### config.mk
export PLATFORM = sky130hd
export DESIGN_NAME = program_loader_flat
export DESIGN_NICKNAME = d
export VERILOG_FILES = /design/src/rtl/program_loader_pkg.sv /design/src/rtl/program_loader_if.sv /design/src/rtl/program_loader_word_assembler.sv /design/src/rtl/program_loader.sv /design/src/flat_wrapper.sv
export SDC_FILE = /design/constraint.sdc
export NUM_CORES = 1
export LEC_CHECK = 0
export ABC_CLOCK_PERIOD_IN_PS = 4570
export CELL_PAD_IN_SITES_DETAIL_PLACEMENT = 1
export CELL_PAD_IN_SITES_GLOBAL_PLACEMENT = 1
export CORE_MARGIN = 5
export CORE_UTILIZATION = 24
export DETAILED_ROUTE_END_ITERATION = 16
export HOLD_SLACK_MARGIN = 0.06
export PLACE_DENSITY = 0.58
export SYNTH_ARGS = -nofsm -noshare
export SYNTH_HDL_FRONTEND = slang
export SYNTH_SLANG_ARGS = --single-unit
export TNS_END_PERCENT = 50
### constraint.sdc
create_clock -name clk -period 4.57 [get_ports clk]
set_input_delay 1.1425 -clock clk [delete_from_list [all_inputs] [get_ports clk]]
set_output_delay 1.1425 -clock clk [all_outputs]
set_load 0.01 [all_outputs]
### src/rtl/program_loader_pkg.sv
// Shared types and constants for the instruction-memory program loader.
package program_loader_pkg;

    localparam int unsigned HdrBytes     = 2;
    localparam int unsigned BytesPerWord = 4;
    localparam int unsigned WordW        = 8 * BytesPerWord;
    localparam int unsigned ByteCntW     = $clog2(BytesPerWord);

    typedef enum logic [2:0] {
        StLenHi,
        StLenLo,
        StCheck,
        StData,
        StWrite,
        StDone,
        StErr
    } state_e;

endpackage

### src/rtl/program_loader_if.sv
// Byte-stream input and instruction-memory write/status bundle of the program loader.
interface program_loader_if #(
    parameter int unsigned ADDR_W = 10
) ();

    logic [7:0]        in_data;
    logic              in_valid;
    logic              in_ready;
    logic              imem_we;
    logic [ADDR_W-1:0] imem_addr;
    logic [31:0]       imem_wdata;
    logic              start_up;
    logic              load_done;
    logic              load_err;

    modport master (
        output in_data, in_valid,
        input  in_ready, imem_we, imem_addr, imem_wdata, start_up, load_done, load_err
    );

    modport slave (
        input  in_data, in_valid,
        output in_ready, imem_we, imem_addr, imem_wdata, start_up, load_done, load_err
    );

endinterface

### src/rtl/program_loader_word_assembler.sv
// Word assembler: shifts bytes in MSB-first and flags the transfer that completes a word.
module program_loader_word_assembler
    import program_loader_pkg::*;
(
    input  logic             clk,
    input  logic             rst_n,
    input  logic             shift_en_i,
    input  logic             clear_i,
    input  logic [7:0]       byte_i,
    output logic [WordW-1:0] word_o,
    output logic             word_full_o
);

    logic [WordW-1:0]    word_q, word_d;
    logic [ByteCntW-1:0] cnt_q, cnt_d;

    always_comb begin
        word_d = word_q;
        cnt_d  = cnt_q;
        if (clear_i) begin
            word_d = '0;
            cnt_d  = '0;
        end else if (shift_en_i) begin
            word_d = {word_q[WordW-9:0], byte_i};
            cnt_d  = cnt_q + 1'b1;
        end
    end

    // High on the transfer that wraps the byte counter back to zero.
    assign word_full_o = shift_en_i && !clear_i && (cnt_q == ByteCntW'(BytesPerWord - 1));
    assign word_o      = word_q;

    always_ff @(posedge clk) begin
        if (!rst_n) begin
            word_q <= '0;
            cnt_q  <= '0;
        end else begin
            word_q <= word_d;
            cnt_q  <= cnt_d;
        end
    end

endmodule

### src/rtl/program_loader.sv
// Program loader: parses a length-prefixed byte stream into instruction-memory writes and
// holds the processor in start-up until the whole program is written.
module program_loader
    import program_loader_pkg::*;
#(
    parameter int unsigned ADDR_W = 10,
    parameter int unsigned LEN_W  = 8 * HdrBytes
) (
    input logic             clk,
    input logic             rst_n,
    program_loader_if.slave bus
);

    localparam int unsigned MaxWords = 2 ** ADDR_W;

    state_e           state_q, state_d;
    logic [LEN_W-1:0] len_q, len_d;
    logic [LEN_W-1:0] word_cnt_q, word_cnt_d;
    logic             in_ready_q, in_ready_d;
    logic             start_up_q, start_up_d;
    logic             load_done_q, load_done_d;
    logic             load_err_q, load_err_d;
    logic [ADDR_W-1:0] addr_hold_q;
    logic [WordW-1:0]  wdata_hold_q;

    logic             xfer;
    logic             shift_en;
    logic             asm_clear;
    logic             word_full;
    logic [WordW-1:0] asm_word;
    logic             writing;

    assign xfer    = bus.in_valid & in_ready_q;
    assign writing = (state_q == StWrite);

    program_loader_word_assembler u_word_assembler (
        .clk        (clk),
        .rst_n      (rst_n),
        .shift_en_i (shift_en),
        .clear_i    (asm_clear),
        .byte_i     (bus.in_data),
        .word_o     (asm_word),
        .word_full_o(word_full)
    );

    always_comb begin
        state_d    = state_q;
        len_d      = len_q;
        word_cnt_d = word_cnt_q;
        shift_en   = 1'b0;
        asm_clear  = 1'b0;
        unique case (state_q)
            StLenHi: begin
                if (xfer) begin
                    len_d   = {len_q[LEN_W-9:0], bus.in_data};
                    state_d = StLenLo;
                end
            end
            StLenLo: begin
                if (xfer) begin
                    len_d   = {len_q[LEN_W-9:0], bus.in_data};
                    state_d = StCheck;
                end
            end
            StCheck: begin
                if (len_q == '0 || 32'(len_q) > MaxWords) begin
                    state_d = StErr;
                end else begin
                    word_cnt_d = '0;
                    asm_clear  = 1'b1;
                    state_d    = StData;
                end
            end
            StData: begin
                shift_en = xfer;
                if (word_full) state_d = StWrite;
            end
            StWrite: begin
                word_cnt_d = word_cnt_q + 1'b1;
                state_d    = (word_cnt_d == len_q) ? StDone : StData;
            end
            StDone:  state_d = StDone;
            StErr:   state_d = StErr;
            default: state_d = StErr;
        endcase

        // Status outputs are registered from the next state so they change on the entry edge.
        in_ready_d  = (state_d == StLenHi) || (state_d == StLenLo) || (state_d == StData);
        start_up_d  = (state_d != StDone);
        load_done_d = (state_d == StDone);
        load_err_d  = (state_d == StErr);
    end

    always_ff @(posedge clk) begin
        if (!rst_n) begin
            state_q      <= StLenHi;
            len_q        <= '0;
            word_cnt_q   <= '0;
            in_ready_q   <= 1'b0;
            start_up_q   <= 1'b1;
            load_done_q  <= 1'b0;
            load_err_q   <= 1'b0;
            addr_hold_q  <= '0;
            wdata_hold_q <= '0;
        end else begin
            state_q     <= state_d;
            len_q       <= len_d;
            word_cnt_q  <= word_cnt_d;
            in_ready_q  <= in_ready_d;
            start_up_q  <= start_up_d;
            load_done_q <= load_done_d;
            load_err_q  <= load_err_d;
            if (writing) begin
                addr_hold_q  <= word_cnt_q[ADDR_W-1:0];
                wdata_hold_q <= asm_word;
            end
        end
    end

    // Address/data are live during WRITE and hold the last written values afterwards.
    assign bus.imem_we    = writing;
    assign bus.imem_addr  = writing ? word_cnt_q[ADDR_W-1:0] : addr_hold_q;
    assign bus.imem_wdata = writing ? asm_word : wdata_hold_q;
    assign bus.in_ready   = in_ready_q;
    assign bus.start_up   = start_up_q;
    assign bus.load_done  = load_done_q;
    assign bus.load_err   = load_err_q;

endmodule

### src/flat_wrapper.sv
// flat-port wrapper written by rule: the top's interface ports become plain ports
module program_loader_flat import program_loader_pkg::*;
#(
    parameter int unsigned ADDR_W = 10,
    parameter int unsigned LEN_W  = 8 * HdrBytes
)
  (clk, rst_n, bus_in_data, bus_in_valid, bus_in_ready, bus_imem_we, bus_imem_addr, bus_imem_wdata, bus_start_up, bus_load_done, bus_load_err);
  program_loader_if #(.ADDR_W(ADDR_W)) bus_i ();
  input logic clk;
  input logic rst_n;
  input wire logic [$bits(bus_i.in_data)-1:0] bus_in_data;
  input wire logic [$bits(bus_i.in_valid)-1:0] bus_in_valid;
  output wire logic [$bits(bus_i.in_ready)-1:0] bus_in_ready;
  output wire logic [$bits(bus_i.imem_we)-1:0] bus_imem_we;
  output wire logic [$bits(bus_i.imem_addr)-1:0] bus_imem_addr;
  output wire logic [$bits(bus_i.imem_wdata)-1:0] bus_imem_wdata;
  output wire logic [$bits(bus_i.start_up)-1:0] bus_start_up;
  output wire logic [$bits(bus_i.load_done)-1:0] bus_load_done;
  output wire logic [$bits(bus_i.load_err)-1:0] bus_load_err;
  assign bus_i.in_data = bus_in_data;
  assign bus_i.in_valid = bus_in_valid;
  assign bus_in_ready = bus_i.in_ready;
  assign bus_imem_we = bus_i.imem_we;
  assign bus_imem_addr = bus_i.imem_addr;
  assign bus_imem_wdata = bus_i.imem_wdata;
  assign bus_start_up = bus_i.start_up;
  assign bus_load_done = bus_i.load_done;
  assign bus_load_err = bus_i.load_err;
  program_loader #(.ADDR_W(ADDR_W), .LEN_W(LEN_W)) u_core (.clk(clk), .rst_n(rst_n), .bus(bus_i));
endmodule
# Word level (Yosys, flattened, before mapping)
# Index checks and enable logic that the tools add are counted.
# op_classes
reduce_logical	14
n_eq_ne	13
bitwise	2
n_addsub	2
mux	13
magnitude_cmp	1
# ops
cell	count
32-bit two-way mux	1
16-bit one-hot mux with 2 select lines	1
3-bit one-hot mux with 6 select lines	1
16-bit by 1-bit adder with 16-bit output (second input constant)	1
16-bit == test	1
16-bit by 11-bit > comparator with 1-bit output (second input constant)	1
16-bit logical NOT	1
16-bit two-way mux	1
3-bit two-way mux	5
3-bit == test (second input constant)	4
10-bit two-way mux	1
3-bit by 2-bit == test with 1-bit output (second input constant)	3
3-bit by 1-bit == test with 1-bit output (second input constant)	2
3-bit logical NOT	2
2-bit AND reduction	2
2-bit OR reduction	2
1-bit logical OR	3
1-bit two-way mux	3
3-bit inequality test (second input constant)	1
2-bit by 1-bit adder with 2-bit output (second input constant)	1
2-bit == test (second input constant)	1
1-bit logical AND	2
2-bit inequality test (second input constant)	1
2-bit nonzero test	1
other kinds (3)	3
# word_totals
inputBits	11
wordCells	56
regBits	115
output_inout_bits	47

# Logic depth before layout (Yosys ltp)
# Gate-level depths: netlist (run 1).
# depth
depth_word	12
depth_mapped	9
ltp_nobuf	7

# By module
# A second synthesis (run 1) with hierarchy kept.
# unflattened
hier_cells	645
area_unflattened_um2	5241.3
# modules_own_cells
mod	instances	cells_each	area_each_um2	seq_area_each_um2
program_loader	1	532	3958.8	1621.6
program_loader_word_assembler	1	113	1282.5	680.7

# Worst setup path before layout (run 1)
# OpenSTA, ideal clock, no wires.
# synth_timing
kind	reg2out
from	register u_core.state_q[2]
to	output bus_imem_addr[4]
t_required_ps	3428
path_buffers	3
stages_incl_launch_ff	8
arrival_time_ps	1630
slack_ps	1797
cell_sequence	dfxtp_1 > clkbuf_1 > nand2_1 > inv_1 > clkbuf_1 > buf_1 > nand2_1 > nand2_1
# synth_between
elab_chain_len	2
# synth_lines
element	line_no	rtl
start: declaration	program_loader.sv:16	state_e state_q, state_d;
start signal: assignment	program_loader.sv:96	state_q <= StLenHi;
start signal: assignment	program_loader.sv:106	state_q <= state_d;
3-bit == test	program_loader.sv:34	assign writing = (state_q == StWrite);
named net bus_imem_we	flat_wrapper.sv:14	output wire logic [$bits(bus_i.imem_we)-1:0] bus_imem_we;
10-bit two-way mux	n/a	
end: declaration	flat_wrapper.sv:15	output wire logic [$bits(bus_i.imem_addr)-1:0] bus_imem_addr;
# The timed path passes the listed nets, and every way through them passes these cells.

# Worst setup path after layout (run 1)
# layout_timing
from	register u_core.state_q[1]
to	output bus_imem_wdata[5]
# layout_between
elab_chain_len	2
# layout_lines
element	line_no	rtl
3-bit == test	program_loader.sv:34	
32-bit two-way mux	program_loader.sv:123	assign bus.imem_wdata = writing ? asm_word : wdata_hold_q;
end: declaration	flat_wrapper.sv:16	output wire logic [$bits(bus_i.imem_wdata)-1:0] bus_imem_wdata;
# No other way between the ends.

==> flow_summary.html, run 1 <==
<table>
<tr><th>Metric</th><th>Value</th></tr>
<tr><th colspan="2">Status</th></tr>
<tr><td>Result of the run</td><td>complete, no violations</td></tr>
<tr><th colspan="2">Setup path</th></tr>
<tr><td>Peak per-stage delay on the critical path</td><td>630 ps</td></tr>
<tr><td>Reg-to-Reg End</td><td>u_core.bus.start_up$_SDFF_PN1_</td></tr>
<tr><td>Most frequent cell on the critical path</td><td>nand2_1</td></tr>
<tr><td>Top delay family on crit path</td><td>buffers and inverters</td></tr>
<tr><td>Critical Path Source Type</td><td>flop</td></tr>
<tr><td>Critical path type</td><td>reg -&gt; out</td></tr>
<tr><td>Critical Path RT</td><td>3430 ps</td></tr>
<tr><td>CP Max Fanout</td><td>24</td></tr>
<tr><td>Reg-to-reg slack, setup</td><td>1430 ps</td></tr>
<tr><td>Endpoint kind of the worst setup timing path</td><td>output port</td></tr>
<tr><td>Cell with the biggest individual delay on the critical path</td><td>dfxtp_1</td></tr>
<tr><td>Data arrival time of the critical path</td><td>2730 ps</td></tr>
<tr><td>Number of cells on the worst reg-to-reg path</td><td>7</td></tr>
<tr><td>Cells along the critical path</td><td>nor2_1, nand2_2, buf_4, nand2_1, nand2_1, clkdlybuf4s50_1</td></tr>
<tr><td>Startpoint of the lowest-slack register-to-register path</td><td>u_core.word_cnt_q[0]$_SDFFE_PN0P_</td></tr>
<tr><td>Buf/Inv on CP</td><td>2</td></tr>
<tr><th colspan="2">STA</th></tr>
<tr><td>Part of the cycle the worst path needs</td><td>84.7%</td></tr>
<tr><td>Slew Viols, Final</td><td>0</td></tr>
<tr><td>Setup-failing EPs final</td><td>0</td></tr>
<tr><td>Final-layout setup total negative slack</td><td>0 ps</td></tr>
<tr><td>Worst setup skew after layout</td><td>13.5 ps</td></tr>
<tr><td>Worst Max-Slew Pin Slew</td><td>1190 ps</td></tr>
<tr><td>F_max</td><td>0.258 GHz</td></tr>
<tr><td>Worst slew margin</td><td>20.3%</td></tr>
<tr><td>Hold Fails Final Rpt</td><td>0</td></tr>
<tr><td>RSZ-0062 raised after global routing</td><td>false</td></tr>
<tr><td>Minimum hold slack</td><td>464 ps</td></tr>
<tr><td>Time the final worst path needs with I/O delays and setup</td><td>3870 ps</td></tr>
<tr><th colspan="2">Route</th></tr>
<tr><td>DRC violation total after the first TritonRoute iteration</td><td>137</td></tr>
<tr><td>Initial DRT Pass Iterations</td><td>4</td></tr>
<tr><td>Number of vias after detailed routing</td><td>4675</td></tr>
<tr><td>Number of nets with antenna violations after routing</td><td>0</td></tr>
<tr><td>Overall routed net length</td><td>15.5 mm</td></tr>
<tr><td>Post-route DRC</td><td>0</td></tr>
<tr><td>Wire per inst</td><td>15.5 um</td></tr>
<tr><td>Via/cell ratio</td><td>4.69</td></tr>
<tr><th colspan="2">Synthesis</th></tr>
<tr><td>Post-synthesis cell area</td><td>5100 um^2</td></tr>
<tr><td>Net count of the mapped netlist</td><td>683</td></tr>
<tr><td>Distinct cell type count of the synthesized netlist</td><td>55</td></tr>
<tr><td>Post-synth EDFFs</td><td>0</td></tr>
<tr><td>Most used flip-flop cell after synthesis</td><td>dfxtp_1</td></tr>
<tr><td>Share of flip-flops with an asynchronous set or reset after synthesis</td><td>0%</td></tr>
<tr><td>Library cell with the highest instance count after synthesis</td><td>nand2_1</td></tr>
<tr><td>Share of the yosys chip area belonging to registers</td><td>45.1%</td></tr>
<tr><td>Commonest cells in the synthesized netlist</td><td>242 x nand2_1, 115 x dfxtp_1, 79 x a21oi_1</td></tr>
<tr><td>Leading post-synthesis cells by cell area</td><td>dfxtp_1 45%, nand2_1 18%, a21oi_1 7.7%, a21oi_2 3.4%, clkbuf_1 2.3%</td></tr>
<tr><td>Number of storage elements in the synthesis netlist</td><td>115</td></tr>
<tr><td>Area share of the largest cell type after synthesis</td><td>45.1%</td></tr>
<tr><td>Syn_area_per_cell</td><td>7.62 um^2</td></tr>
<tr><td>Ys Warns</td><td>0</td></tr>
<tr><td>Synthesized netlist cell count</td><td>670</td></tr>
<tr><td>Library cell occupying the most area in the post-synthesis netlist</td><td>dfxtp_1</td></tr>
<tr><th colspan="2">Global route</th></tr>
<tr><td>Met2 capacity usage during global routing</td><td>21.7%</td></tr>
<tr><td>Met1 usage</td><td>16.9%</td></tr>
<tr><td>Via count of the first global-routing pass</td><td>4984</td></tr>
<tr><td>Antenna violations before repair</td><td>0</td></tr>
<tr><td>Maximum number of pins on one net before global-route repair</td><td>35</td></tr>
<tr><td>Remaining global-route overflow</td><td>0</td></tr>
<tr><td>Most crowded layer after global routing</td><td>met2</td></tr>
<tr><td>Global Route Usage Sum</td><td>13.2%</td></tr>
<tr><td>Global Route met3 Usage</td><td>3.38%</td></tr>
<tr><td>First-pass GRT wire length</td><td>25.7 mm</td></tr>
<tr><th colspan="2">Floorplan</th></tr>
<tr><td>Height of the die</td><td>156 um</td></tr>
<tr><td>Core footprint</td><td>21000 um^2</td></tr>
<tr><td>Total Die Area</td><td>24300 um^2</td></tr>
<tr><td>FP Rows</td><td>53</td></tr>
<tr><td>Die outline width</td><td>156 um</td></tr>
<tr><td>Initial core utilization</td><td>24.4%</td></tr>
<tr><td>Top-level port count</td><td>58</td></tr>
<tr><th colspan="2">Layout</th></tr>
<tr><td>Synth-to-Final Area Change</td><td>26.7%</td></tr>
<tr><td>Number of fill cells in the layout</td><td>2584</td></tr>
<tr><td>Antenna Cells</td><td>0</td></tr>
<tr><td>Finished Core Util</td><td>30.9%</td></tr>
<tr><td>Fraction of layout cells with a size suffix above 1</td><td>9.97%</td></tr>
<tr><td>Nets</td><td>722</td></tr>
<tr><th colspan="2">CTS</th></tr>
<tr><td>Clock root buffer</td><td>clkbuf_16</td></tr>
<tr><td>Deepest clock path buffer count</td><td>2</td></tr>
<tr><td>Latest clock arrival within the worst-skew pair</td><td>420 ps</td></tr>
<tr><td>Clk sinks</td><td>115</td></tr>
<tr><td>Total of cells resized after clock tree synthesis</td><td>0</td></tr>
<tr><td>Register clock-pin slew on the reported worst setup and hold paths</td><td>60 ps</td></tr>
<tr><td>CTS Hold Bufs</td><td>0</td></tr>
<tr><td>Number of buffers added for setup after CTS</td><td>0</td></tr>
<tr><td>TritonCTS Buffers</td><td>17</td></tr>
<tr><td>TritonCTS clock tree</td><td>built</td></tr>
<tr><td>Number of levels the H-tree was split into</td><td>4</td></tr>
<tr><th colspan="2">Hold path</th></tr>
<tr><td>Worst min-delay path category</td><td>reg -&gt; reg</td></tr>
<tr><td>Number of cells on the worst hold path</td><td>2</td></tr>
<tr><td>Launch point of the worst hold path</td><td>u_core.addr_hold_q[8]$_SDFF_PN0_</td></tr>
<tr><td>Worst min-delay path endpoint</td><td>u_core.addr_hold_q[8]$_SDFF_PN0_</td></tr>
<tr><th colspan="2">Place</th></tr>
<tr><td>Detailed-placement wirelength estimate</td><td>10.8 mm</td></tr>
<tr><td>Count of port buffers added during placement</td><td>57</td></tr>
<tr><td>Final weighted congestion in routability-driven placement</td><td>0.766</td></tr>
<tr><th colspan="2">Flow run</th></tr>
<tr><td>Max-cap violations</td><td>0</td></tr>
<tr><th colspan="2">Pwr</th></tr>
<tr><td>Cell area power density</td><td>406 nW/um^2</td></tr>
<tr><td>Final Power</td><td>2.63 mW</td></tr>
<tr><td>Leakage power of the design</td><td>2.36 nW</td></tr>
<tr><td>Peak supply drop</td><td>0.000269 V</td></tr>
</table>
==> through the flow <==
step	instances	worst slack, ps	cell area, um^2
global placement	965	1220	5880
CTS	997	649	6470
floorplan	670	1800	5100
detailed placement	965	1110	5880
finish	997	697	6470
global route	997	415	6470
==> sequential cells by signal, indices dropped and copies added, names as in the netlist <==
register / cells
u_core.addr_hold_q: 10
u_core.bus.load_done: 1
u_core.len_q: 16
u_core.u_word_assembler.word_o: 32
u_core.bus.load_err: 1
u_core.state_q: 3
u_core.word_cnt_q: 16
u_core.wdata_hold_q: 32
u_core.bus.in_ready: 1
u_core.u_word_assembler.cnt_q: 2
u_core.bus.start_up: 1
==> metal layers <==
metal	share of wire, %	up-vias
li1	-	2337
met1	49	2243
met4	1.2	0
met5	0	-
met2	46	84
met3	4.0	11
==> logic make-up (layout without fill, tap and decap cells) <==
logic type / Yosys count / in the layout / synth area share, %
adders and majority gates: 2 / 2 / 0.490
and+or+nand+nor: 321 / 321 / 26.8
xor gates and xnor gates: 22 / 22 / 3.78
muxes: 1 / 1 / 0.221
buffers and inverters: 54 / 106 / 4.78
AOI/OAI and AO/OA: 155 / 155 / 18.8
DFF: 115 / 115 / 45.1
==> power by group <==
part | total (mW) | switching, mW | internal (mW)
clock network | 1.31 | 0.481 | 0.830
registers | 1.06 | 0.0382 | 1.03
logic | 0.254 | 0.169 | 0.0844
total | 2.63 | 0.689 | 1.94
==> worst register-to-register path, delay by kind of cell, from the launching register on <==
kind	cells	cell delay, ps
compound gates	1	330
fa+ha+maj	1	400
flops	1	490
simple gates	4	1620
xor+xnor	1	190
==> layout by cell type (no fill, tap or decap), types with 7 or more instances in the layout <==
master,count
clkbuf_16,17
a31oi_1,11
xnor2_1,12
nor4_1,10
nor2_1,19
buf_4,10
nand4_1,7
dfxtp_1,115
clkdlybuf4s50_1,57
xor2_1,10
a21oi_2,20
a21oi_1,79
nand2_1,241
o21ai_0,19
==> layout make-up <==
class / instances / area (um^2) / share of cell area (%)
Timing Repair Buffer: 67 / 646 / 9.98
Clock inverter: 12 / 133 / 2.05
Clock buffer: 20 / 457 / 7.06
Tap cell: 275 / 344 / 5.32
Multi-Input combinational cell: 501 / 2560 / 39.6
Sequential cell: 115 / 2300 / 35.6
Inverter: 7 / 26.3 / 0.406
==> worst max-delay path by stage <==
stage / end / startpoint / cells after the start
after floorplan: bus_imem_addr[4] / u_core.state_q[2]$_SDFF_PN0_ / 7
after global placement: bus_imem_wdata[3] / u_core.state_q[1]$_SDFF_PN0_ / 6
after detailed placement: u_core.u_word_assembler.word_o[5]$_SDFFE_PP0P_ / bus_in_valid / 6
after CTS: bus_imem_wdata[3] / u_core.state_q[1]$_SDFF_PN0_ / 6
after global routing: bus_imem_wdata[0] / u_core.state_q[1]$_SDFF_PN0_ / 6
final: bus_imem_wdata[5] / u_core.state_q[1]$_SDFF_PN0_ / 6
(Power assumes the default switching activity.)
==> run 2, diff against run 1 <==
ABC_CLOCK_PERIOD_IN_PS = 3600   (was 4570)
clock period = 3.6 ns   (was 4.57 ns; I/O delays follow)
==> run 2 against run 1 <==
Utilization about the same. Clock power increased by 22%. First-iteration DRC count increased by 74%.
==> flow_summary.html, run 2 (synthesis results as in run 1) <==
<table>
<tr><th>Metric</th><th>Value</th></tr>
<tr><th colspan="2">STA</th></tr>
<tr><td>Time the final worst path needs with I/O delays and setup</td><td>3320 ps</td></tr>
<tr><td>Final-layout setup total negative slack</td><td>0 ps (unchanged)</td></tr>
<tr><td>Worst setup skew after layout</td><td>11.4 ps (was 13.5 ps)</td></tr>
<tr><td>Part of the cycle the worst path needs</td><td>92.3%</td></tr>
<tr><td>Hold Fails Final Rpt</td><td>0 (unchanged)</td></tr>
<tr><td>Minimum hold slack</td><td>460 ps (was 464 ps)</td></tr>
<tr><td>RSZ-0062 raised after global routing</td><td>false (unchanged)</td></tr>
<tr><td>Setup-failing EPs final</td><td>0 (unchanged)</td></tr>
<tr><td>Worst slew margin</td><td>56.2% (was 20.3%)</td></tr>
<tr><td>F_max</td><td>0.301 GHz</td></tr>
<tr><td>Slew Viols, Final</td><td>0 (unchanged)</td></tr>
<tr><td>Final setup margin</td><td>278 ps (was 697 ps)</td></tr>
<tr><td>Worst Max-Slew Pin Slew</td><td>650 ps (was 1190 ps)</td></tr>
<tr><th colspan="2">Route</th></tr>
<tr><td>Via/cell ratio</td><td>4.67 (was 4.69)</td></tr>
<tr><td>Number of vias after detailed routing</td><td>4679 (was 4675)</td></tr>
<tr><td>DRC violation total after the first TritonRoute iteration</td><td>239 (was 137)</td></tr>
<tr><td>Wire per inst</td><td>15.4 um (was 15.5 um)</td></tr>
<tr><td>Post-route DRC</td><td>0 (unchanged)</td></tr>
<tr><td>Number of nets with antenna violations after routing</td><td>0 (unchanged)</td></tr>
<tr><td>Overall routed net length</td><td>15.4 mm (was 15.5 mm)</td></tr>
<tr><td>Initial DRT Pass Iterations</td><td>5 (was 4)</td></tr>
<tr><th colspan="2">Setup path</th></tr>
<tr><td>Reg-to-Reg End</td><td>u_core.bus.start_up$_SDFF_PN1_ (unchanged)</td></tr>
<tr><td>Endpoint kind of the worst setup timing path</td><td>output port (unchanged)</td></tr>
<tr><td>Critical Path Source Type</td><td>flop (unchanged)</td></tr>
<tr><td>Critical Path RT</td><td>2700 ps (was 3430 ps)</td></tr>
<tr><td>Data arrival time of the critical path</td><td>2420 ps (was 2730 ps)</td></tr>
<tr><td>Critical path type</td><td>reg -&gt; out (unchanged)</td></tr>
<tr><td>Reg-to-reg slack, setup</td><td>750 ps (was 1430 ps)</td></tr>
<tr><td>Startpoint of the lowest-slack register-to-register path</td><td>u_core.word_cnt_q[1]$_SDFFE_PN0P_ (was u_core.word_cnt_q[0]$_SDFFE_PN0P_)</td></tr>
<tr><td>CP Max Fanout</td><td>31 (was 24)</td></tr>
<tr><td>Number of cells on the worst reg-to-reg path</td><td>7 (unchanged)</td></tr>
<tr><th colspan="2">CTS</th></tr>
<tr><td>Latest clock arrival within the worst-skew pair</td><td>420 ps (about the same)</td></tr>
<tr><td>Number of levels the H-tree was split into</td><td>4 (unchanged)</td></tr>
<tr><td>Deepest clock path buffer count</td><td>2 (unchanged)</td></tr>
<tr><td>Clock root buffer</td><td>clkbuf_16 (unchanged)</td></tr>
<tr><td>TritonCTS clock tree</td><td>built (unchanged)</td></tr>
<tr><td>Clk sinks</td><td>115 (unchanged)</td></tr>
<tr><td>Register clock-pin slew on the reported worst setup and hold paths</td><td>60 ps (about the same)</td></tr>
<tr><td>TritonCTS Buffers</td><td>17 (unchanged)</td></tr>
<tr><td>CTS Hold Bufs</td><td>0 (unchanged)</td></tr>
<tr><td>Number of buffers added for setup after CTS</td><td>0 (unchanged)</td></tr>
<tr><td>Total of cells resized after clock tree synthesis</td><td>0 (unchanged)</td></tr>
<tr><th colspan="2">Global route</th></tr>
<tr><td>First-pass GRT wire length</td><td>25.5 mm (was 25.7 mm)</td></tr>
<tr><td>Via count of the first global-routing pass</td><td>4880 (was 4984)</td></tr>
<tr><td>Remaining global-route overflow</td><td>0 (unchanged)</td></tr>
<tr><td>Maximum number of pins on one net before global-route repair</td><td>35 (unchanged)</td></tr>
<tr><td>Global Route Usage Sum</td><td>13.2% (about the same)</td></tr>
<tr><td>Antenna violations before repair</td><td>0 (unchanged)</td></tr>
<tr><th colspan="2">Place</th></tr>
<tr><td>Final weighted congestion in routability-driven placement</td><td>0.849 (was 0.766)</td></tr>
<tr><td>Detailed-placement wirelength estimate</td><td>10.9 mm (was 10.8 mm)</td></tr>
<tr><td>Count of port buffers added during placement</td><td>57 (unchanged)</td></tr>
<tr><td>Post-Place Worst Slack</td><td>709 ps (was 1110 ps)</td></tr>
<tr><td>Cells after DPL</td><td>969 (was 965)</td></tr>
<tr><td>Instance area at placement</td><td>5910 um^2 (was 5880 um^2)</td></tr>
<tr><th colspan="2">Floorplan</th></tr>
<tr><td>Height of the die</td><td>156 um (unchanged)</td></tr>
<tr><td>Die outline width</td><td>156 um (unchanged)</td></tr>
<tr><td>Top-level port count</td><td>58 (unchanged)</td></tr>
<tr><td>FP Rows</td><td>53 (unchanged)</td></tr>
<tr><td>Total Die Area</td><td>24300 um^2 (unchanged)</td></tr>
<tr><td>Core footprint</td><td>21000 um^2 (unchanged)</td></tr>
<tr><td>Initial core utilization</td><td>24.4% (unchanged)</td></tr>
<tr><th colspan="2">Status</th></tr>
<tr><td>Result of the run</td><td>complete, no violations (unchanged)</td></tr>
<tr><th colspan="2">Pwr</th></tr>
<tr><td>Leakage power of the design</td><td>2.36 nW (about the same)</td></tr>
<tr><td>Cell area power density</td><td>506 nW/um^2 (was 406 nW/um^2)</td></tr>
<tr><td>Final Power</td><td>3.28 mW (was 2.63 mW)</td></tr>
<tr><td>Peak supply drop</td><td>0.000332 V (was 0.000269 V)</td></tr>
<tr><th colspan="2">Layout</th></tr>
<tr><td>Multi-input gate area</td><td>2560 um^2 (unchanged)</td></tr>
<tr><td>Number of standard cells in the layout, taps in and fillers out</td><td>1001 (was 997)</td></tr>
<tr><td>FF+latch area</td><td>2300 um^2 (unchanged)</td></tr>
<tr><td>Commonest cells after routing, fill and taps aside</td><td>241 x nand2_1, 115 x dfxtp_1, 79 x a21oi_1 (unchanged)</td></tr>
<tr><td>Commonest non-fill, non-tap cell in the layout</td><td>nand2_1 (unchanged)</td></tr>
<tr><td>Synth-to-Final Area Change</td><td>26.8% (was 26.7%)</td></tr>
<tr><td>Finished Core Util</td><td>30.9% (about the same)</td></tr>
<tr><td>Antenna Cells</td><td>0 (unchanged)</td></tr>
<tr><td>Design Area, Final</td><td>6470 um^2 (about the same)</td></tr>
<tr><td>Fraction of layout cells with a size suffix above 1</td><td>10.5% (was 9.97%)</td></tr>
<tr><td>Nets</td><td>726 (was 722)</td></tr>
<tr><td>Number of fill cells in the layout</td><td>2579 (was 2584)</td></tr>
<tr><th colspan="2">Hold path</th></tr>
<tr><td>Number of cells on the worst hold path</td><td>2 (unchanged)</td></tr>
<tr><td>Worst min-delay path endpoint</td><td>u_core.u_word_assembler.word_o[28]$_SDFFE_PP0P_ (was u_core.addr_hold_q[8]$_SDFF_PN0_)</td></tr>
<tr><td>Launch point of the worst hold path</td><td>u_core.u_word_assembler.word_o[28]$_SDFFE_PP0P_ (was u_core.addr_hold_q[8]$_SDFF_PN0_)</td></tr>
<tr><td>Worst min-delay path category</td><td>reg -&gt; reg (unchanged)</td></tr>
<tr><th colspan="2">Flow run</th></tr>
<tr><td>Max-cap violations</td><td>0 (unchanged)</td></tr>
</table>
==> run 2: routing by layer <==
metal	vias to the layer above	share of wire, %	track usage, %
met2	75	47	21.4
met5	-	0	0
li1	2339	-	-
met4	0	1.4	4.13
met3	14	3.5	3.41
met1	2251	48	17.2
==> run 2: cell type report <==
cell class / instances / share of cell area [%]
Clock inverter: 12 / 1.64
Timing Repair Buffer: 71 / 10.4
Inverter: 7 / 0.406
Tap cell: 275 / 5.32
Clock buffer: 20 / 7.06
Sequential cell: 115 / 35.6
Multi-Input combinational cell: 501 / 39.6
==> run 2: worst max-delay path, stage by stage (launching register included) <==
cell and delay (ps):
dfxtp_1 650, nor2_1 120, nand2_2 110, buf_4 340, nand2_1 140, nand2_1 100
clkdlybuf4s50_1 540
==> run 2: worst max-delay path by stage <==
stage	from	end	slack [ps]	cells past startpoint
2_1_floorplan	u_core.state_q[2]$_SDFF_PN0_	bus_imem_addr[4]	1070	7
3_3_place_gp	u_core.state_q[1]$_SDFF_PN0_	bus_imem_wdata[5]	770	6
3_5_place_dp	u_core.state_q[1]$_SDFF_PN0_	bus_imem_wdata[9]	710	6
6_report	u_core.state_q[1]$_SDFF_PN0_	bus_imem_wdata[9]	280	6
5_1_grt	u_core.state_q[1]$_SDFF_PN0_	bus_imem_wdata[4]	90	6
4_1_cts	u_core.state_q[1]$_SDFF_PN0_	bus_imem_wdata[9]	220	6
==> run 2: power breakdown <==
part           total, mW  switching (mW)  internal [mW]
Clock               1.60           0.617          0.983
Combinational      0.327           0.217          0.110
Sequential          1.35          0.0469           1.30
Total               3.28           0.881           2.39
